`src/rtl/selector_pantalla_n_if.sv`:
```
// Button inputs and selection outputs of the screen selector.
interface selector_pantalla_n_if #(
  parameter int unsigned N_STATES = 4
);
  localparam int unsigned IDX_W = (N_STATES > 1) ? $clog2(N_STATES) : 1;

  logic             boton_izquierda;
  logic             boton_derecha;
  logic [IDX_W-1:0] indice;
  logic             cambio;
  logic             en_limite;

  // Button source / selection consumer side
  modport master (
    output boton_izquierda,
    output boton_derecha,
    input  indice,
    input  cambio,
    input  en_limite
  );

  // Selector side
  modport slave (
    input  boton_izquierda,
    input  boton_derecha,
    output indice,
    output cambio,
    output en_limite
  );
endinterface

```
`src/rtl/selector_pantalla_n.sv`:
```
// Two-button selection index over N_STATES values: per-button sync, debounce,
// press detection, optional auto-repeat, wrap/saturate stepping, change strobe.
module selector_pantalla_n #(
  parameter int unsigned N_STATES        = 4,
  parameter int unsigned WRAP            = 1,
  parameter int unsigned DEBOUNCE_CYCLES = 4,
  parameter int unsigned REPEAT_EN       = 0,
  parameter int unsigned HOLD_CYCLES     = 8,
  parameter int unsigned REPEAT_CYCLES   = 3
) (
  input  logic                 clk,
  input  logic                 rst_n,
  selector_pantalla_n_if.slave bus
);

  localparam int unsigned IDX_W   = (N_STATES > 1) ? $clog2(N_STATES) : 1;
  localparam int unsigned DB_W    = $clog2(DEBOUNCE_CYCLES + 1);
  localparam int unsigned REP_MAX = (HOLD_CYCLES > REPEAT_CYCLES) ? HOLD_CYCLES : REPEAT_CYCLES;
  localparam int unsigned REP_W   = $clog2(REP_MAX + 1);
  localparam logic [IDX_W-1:0] IDX_MAX = IDX_W'(N_STATES - 1);

  typedef enum logic [1:0] {
    REP_IDLE = 2'd0,
    REP_HOLD = 2'd1,
    REP_RUN  = 2'd2
  } rep_state_t;

  // bit 0 = left (decrement), bit 1 = right (increment)
  logic [1:0] raw;
  logic [1:0] ev;

  assign raw = {bus.boton_derecha, bus.boton_izquierda};

  for (genvar b = 0; b < 2; b++) begin : g_boton
    logic             sync1;
    logic             sync2;
    logic             deb;
    logic [DB_W-1:0]  db_cnt;
    logic             toggle;
    logic             press;
    logic             suelta;
    rep_state_t       st;
    rep_state_t       st_nx;
    logic [REP_W-1:0] rep_cnt;
    logic [REP_W-1:0] rep_inc;
    logic             fire;
    logic             ev_q;

    // Two-flop synchroniser on the raw button
    always_ff @(posedge clk or negedge rst_n) begin
      if (!rst_n) begin
        sync1 <= 1'b0;
        sync2 <= 1'b0;
      end else begin
        sync1 <= raw[b];
        sync2 <= sync1;
      end
    end

    // Debounced state flips on the edge the disagreement run completes
    assign toggle = (sync2 != deb) && (db_cnt == DB_W'(DEBOUNCE_CYCLES - 1));
    assign press  = toggle & sync2;
    assign suelta = toggle & ~sync2;

    // Debounce counter and debounced state
    always_ff @(posedge clk or negedge rst_n) begin
      if (!rst_n) begin
        deb    <= 1'b0;
        db_cnt <= '0;
      end else if (sync2 != deb) begin
        if (toggle) begin
          deb    <= ~deb;
          db_cnt <= '0;
        end else begin
          db_cnt <= db_cnt + DB_W'(1);
        end
      end else begin
        db_cnt <= '0;
      end
    end

    // Repeat FSM state register
    always_ff @(posedge clk or negedge rst_n) begin
      if (!rst_n) st <= REP_IDLE;
      else        st <= st_nx;
    end

    // Repeat FSM next state: idle -> first-hold wait -> periodic repeat
    always_comb begin
      st_nx = st;
      case (st)
        REP_IDLE: if (press && (REPEAT_EN != 0)) st_nx = REP_HOLD;
        REP_HOLD: begin
          if (suelta)    st_nx = REP_IDLE;
          else if (fire) st_nx = REP_RUN;
        end
        REP_RUN:  if (suelta) st_nx = REP_IDLE;
        default:  st_nx = REP_IDLE;
      endcase
    end

    // Repeat FSM outputs: fire when the phase interval elapses
    always_comb begin
      fire    = 1'b0;
      rep_inc = rep_cnt + REP_W'(1);
      case (st)
        REP_HOLD: fire = ~suelta && (rep_inc == REP_W'(HOLD_CYCLES));
        REP_RUN:  fire = ~suelta && (rep_inc == REP_W'(REPEAT_CYCLES));
        default:  fire = 1'b0;
      endcase
    end

    // Repeat interval counter, restarted at press, each repeat and release
    always_ff @(posedge clk or negedge rst_n) begin
      if (!rst_n)                                  rep_cnt <= '0;
      else if ((st == REP_IDLE) || suelta || fire) rep_cnt <= '0;
      else                                         rep_cnt <= rep_inc;
    end

    // Registered step event: press or repeat
    always_ff @(posedge clk or negedge rst_n) begin
      if (!rst_n) ev_q <= 1'b0;
      else        ev_q <= press | fire;
    end

    assign ev[b] = ev_q;
  end

  logic [IDX_W-1:0] indice;
  logic [IDX_W-1:0] indice_nx;
  logic             cambio;

  // Next index: single-direction events step, simultaneous events cancel
  always_comb begin
    indice_nx = indice;
    if (ev[1] && !ev[0]) begin
      if (indice == IDX_MAX) indice_nx = (WRAP != 0) ? '0 : indice;
      else                   indice_nx = indice + IDX_W'(1);
    end else if (ev[0] && !ev[1]) begin
      if (indice == '0) indice_nx = (WRAP != 0) ? IDX_MAX : indice;
      else              indice_nx = indice - IDX_W'(1);
    end
  end

  // Index register and change strobe
  always_ff @(posedge clk or negedge rst_n) begin
    if (!rst_n) begin
      indice <= '0;
      cambio <= 1'b0;
    end else begin
      indice <= indice_nx;
      cambio <= (indice_nx != indice);
    end
  end

  assign bus.indice    = indice;
  assign bus.cambio    = cambio;
  assign bus.en_limite = (indice == '0) || (indice == IDX_MAX);

endmodule

```
`src/flat_wrapper.sv`:
```
// flat-port wrapper written by rule: the top's interface ports become plain ports
module selector_pantalla_n_flat 
#(
  parameter int unsigned N_STATES        = 4,
  parameter int unsigned WRAP            = 1,
  parameter int unsigned DEBOUNCE_CYCLES = 4,
  parameter int unsigned REPEAT_EN       = 0,
  parameter int unsigned HOLD_CYCLES     = 8,
  parameter int unsigned REPEAT_CYCLES   = 3
)
  (clk, rst_n, bus_boton_izquierda, bus_boton_derecha, bus_indice, bus_cambio, bus_en_limite);
  selector_pantalla_n_if #(.N_STATES(N_STATES)) bus_i ();
  input  logic clk;
  input  logic rst_n;
  input wire logic [$bits(bus_i.boton_izquierda)-1:0] bus_boton_izquierda;
  input wire logic [$bits(bus_i.boton_derecha)-1:0] bus_boton_derecha;
  output wire logic [$bits(bus_i.indice)-1:0] bus_indice;
  output wire logic [$bits(bus_i.cambio)-1:0] bus_cambio;
  output wire logic [$bits(bus_i.en_limite)-1:0] bus_en_limite;
  assign bus_i.boton_izquierda = bus_boton_izquierda;
  assign bus_i.boton_derecha = bus_boton_derecha;
  assign bus_indice = bus_i.indice;
  assign bus_cambio = bus_i.cambio;
  assign bus_en_limite = bus_i.en_limite;
  selector_pantalla_n #(.N_STATES(N_STATES), .WRAP(WRAP), .DEBOUNCE_CYCLES(DEBOUNCE_CYCLES), .REPEAT_EN(REPEAT_EN), .HOLD_CYCLES(HOLD_CYCLES), .REPEAT_CYCLES(REPEAT_CYCLES)) u_core (.clk(clk), .rst_n(rst_n), .bus(bus_i));
endmodule
```
`config.mk`:
```
export PLATFORM = sky130hd
export DESIGN_NAME = selector_pantalla_n_flat
export DESIGN_NICKNAME = d
export VERILOG_FILES = /design/src/rtl/selector_pantalla_n_if.sv /design/src/rtl/selector_pantalla_n.sv /design/src/flat_wrapper.sv
export SDC_FILE = /design/constraint.sdc
export NUM_CORES = 1
export LEC_CHECK = 0
export CAP_MARGIN = 20
export CORE_MARGIN = 3
export CORE_UTILIZATION = 46
export DETAILED_ROUTE_END_ITERATION = 12
export PLACE_DENSITY = 0.76
export SLEW_MARGIN = 20
export SYNTH_ARGS = -nofsm -noshare
export SYNTH_HDL_FRONTEND = slang
export SYNTH_SLANG_ARGS = --single-unit
```
`constraint.sdc`:
```
create_clock -name clk -period 1.2 [get_ports clk]
set_input_delay 0.24 -clock clk [delete_from_list [all_inputs] [get_ports clk]]
set_output_delay 0.24 -clock clk [all_outputs]
set_load 0.01 [all_outputs]
```
==> flow_metrics.tcl <==
set metrics [dict create \
    fmax_ghz 0.7335 \
    cp_cell_sequence "inv_2, ha_4, inv_2, buf_6" \
    numPortBuffers 7 \
    grt_max_degree 18 \
    die-area_um2 2028 \
    min_period_ns 1.363 \
    p_leak_nw 0.4304 \
    violations "negative setup slack" \
    postCtsHoldBufs 0 \
    cp_max_fo 2 \
    cp.required_ns 0.96 \
    setup_viol 4 \
    grt_antenna_before_repair 0 \
    num_vias 436 \
    slew_violations 0 \
    fillerInstances 97 \
    synthesis.nets 59 \
    ys_warn_count 0 \
    gp_congestion 0.7945 \
    vdd_drop_max_mv 1.109 \
    max_slew.worst_pin.slew_ns 0.2643 \
    synth_edf_count 0 \
    crit_type "reg2out" \
    register_area_um2 427.9 \
    worst_slack_ns -0.1634 \
    drc 0 \
    hold_viol_final 0 \
    place_area_um2 842.1 \
    syn-cell-area_um2 700.7 \
    grt_pass1_wl_um 1807 \
    die_y_um 45.03 \
    rsz0062_at_grt "true" \
    ys.flop_type "dfrtp_1" \
    area_delta_synth_final_pct 33.39 \
    hold_class "in2async" \
    start_util 0.5128 \
    clockBufferDepth 2 \
    ioPinCount 8 \
    drv_cap 0 \
    layout.nets 78 \
    crit_family "flip-flops" \
    wirelength_um 987 \
    dp_slack_ns -0.2944 \
    whs_ns 0.2634 \
    diodes 0 \
    p_clk_frac 0.144 \
    final_common_cell "dfrtp_1" \
    power_frac_comb 0.464 \
    drtIter0Drc 4 \
    multi_input_area_um2 316.6 \
    drive_gt1_frac 0.4203 \
    grt-ovfl-total 0 \
    syn_inst 51 \
    cp_num_buf_inv 3 \
    viasPerCell 5.190 \
    postRouteAntennaNets 0 \
    max_stage_delay_ns 0.41 \
    grt_pass1_vias 459 \
    power_frac_seq 0.392 \
    clk_latency_ns 0.28 \
    cts-root-buf "clkbuf_4" \
    num_rows 13 \
    clkSinkCount 17 \
    end_kind "output port" \
    p_int_w 0.001378 \
    design_area_um2 934.6 \
    outcome "finished, violations left" \
    synth_cell_types 21 \
    grt_util_all_layers 0.1301 \
    cts_tree "done" \
    async_reset_ff_frac 1.000 \
    p_per_area_nw_per_um2 2157 \
    fin_crit_sh 1.136 \
    htree_levels 1 \
    ys_seq_elements 17 \
    slew_headroom 0.8225 \
    clk_pin_slew_ns 0.09 \
    p_sw_frac 0.3164 \
    cts-buffers-inserted 3 \
    postSynthAreaPerCell_um2 13.74 \
    die_w_um 45.03 \
    p_sw_w 0.0006378 \
    worstSetupStartpointType "flop" \
    core_um2 1366 \
    wl_per_cell_um 11.75 \
    dr.pass1.iters 4 \
    final_cell_mix "dfrtp_1, buf_6, buf_4" \
    hpwl_um 707.3 \
    slowest_stage "dfrtp_2" \
    cp.arrival_ns 1.12 \
    seq_area_frac_synth 0.6071 \
    path_common_cell "inv_2" \
    clock_skew_ns 0.002433 \
]
[Yosys cell counts (2+ instances only)]
| cell type | number | area [um2] |
|---|---|---|
| nor3b_1 | 4 | 30.03 |
| inv_1 | 3 | 11.26 |
| and3b_1 | 2 | 17.52 |
| mux2_2 | 2 | 22.52 |
| nor3_1 | 2 | 10.01 |
| dfrtp_1 | 17 | 425.4 |
| ha_1 | 4 | 50.05 |
| o21ai_0 | 2 | 10.01 |
| nor2b_1 | 2 | 12.51 |
| xnor2_1 | 2 | 17.52 |
[worst reg2reg max path: stages (launching register included)]
cell     delay (ns)
dfrtp_2        0.41
inv_2          0.07
ha_4           0.20
buf_4          0.14
xor2_2         0.15
nor3b_2        0.18
o22ai_2        0.09
[what timing repair did]
| action | CTS | global route |
|---|---|---|
| endpoints found under the setup margin | 5 | 7 |
| pin swaps | 3 | 3 |
| gates cloned | 0 | 0 |
| setup buffers | 3 | 0 |
| gates resized for setup | 25 | 3 |
[layer usage]
metal | vias up | GRT usage | part of all wire
met3 | 4 | 0.03586 | 0.048
li1 | 216 | - | -
met1 | 205 | 0.1418 | 0.42
met5 | - | 0 | 0
met2 | 11 | 0.2090 | 0.50
met4 | 0 | 0.1053 | 0.028
[cell families after synthesis]
group	synth area share
muxes	0.03214
buffers and inverters	0.01607
DFF	0.6071
AOI/OAI and AO/OA	0.06608
and+or+nand+nor	0.1697
adders and majority gates	0.07143
xor gates and xnor gates	0.03751
[area by class of cell]
cell class	instances	area share
clock buffers	4	0.02811
inverters	3	0.01205
multi-input cells	31	0.3387
flip-flops and latches	17	0.4578
well taps	15	0.02008
repair buffers	14	0.1432
[metrics by stage]
stage / instances / setup TNS, ns / total power [W] / util
6_report: 84 / -0.4235 / 0.002016 / 0.6841
4_1_cts: 85 / -0.5350 / 0.002039 / 0.6804
3_5_place_dp: 78 / -0.5495 / 0.001566 / 0.6163
5_1_grt: 84 / -0.6749 / 0.002179 / 0.6841
2_1_floorplan: 51 / -0.05864 / 0.001246 / -
3_3_place_gp: 78 / -0.5111 / 0.001533 / 0.6163
[power groups by stage]
stage / registers, W / clock network (W) / logic, W
global route: 0.000803 / 0.000347 / 0.00103
global placement: 0.000790 / 0 / 0.000744
finish: 0.000790 / 0.000290 / 0.000936
detailed placement: 0.000801 / 0 / 0.000766
CTS: 0.000790 / 0.000304 / 0.000945
floorplan: 0.000825 / 0 / 0.000421
[sequential cells by signal (all words and copies together) (netlist names)]
signal and cells:
u_core.g_boton.db_cnt 6, u_core.g_boton.sync1 2, u_core.bus.cambio 1, u_core.g_boton.ev_q 2, u_core.bus.indice 2, u_core.g_boton.sync2 2, u_core.g_boton.deb 2
[worst paths after layout]
path	slack, ns	depth (start not counted)	endpoint	from
worst max-delay path	-0.16	4	bus_en_limite	u_core.bus.indice[0]
worst min-delay path	0.26	2	u_core.g_boton[0].ev_q	rst_n
worst max register to register	-0.16	6	u_core.bus.cambio	u_core.bus.indice[0]
worst min register to register	0.36	0	u_core.g_boton[0].sync2	u_core.g_boton[0].sync1
max in group asynchronous	0.74	2	u_core.bus.indice[1]	rst_n
min in group clk	0.36	0	u_core.g_boton[0].sync2	u_core.g_boton[0].sync1
Power figures use the tool's default switching activity.
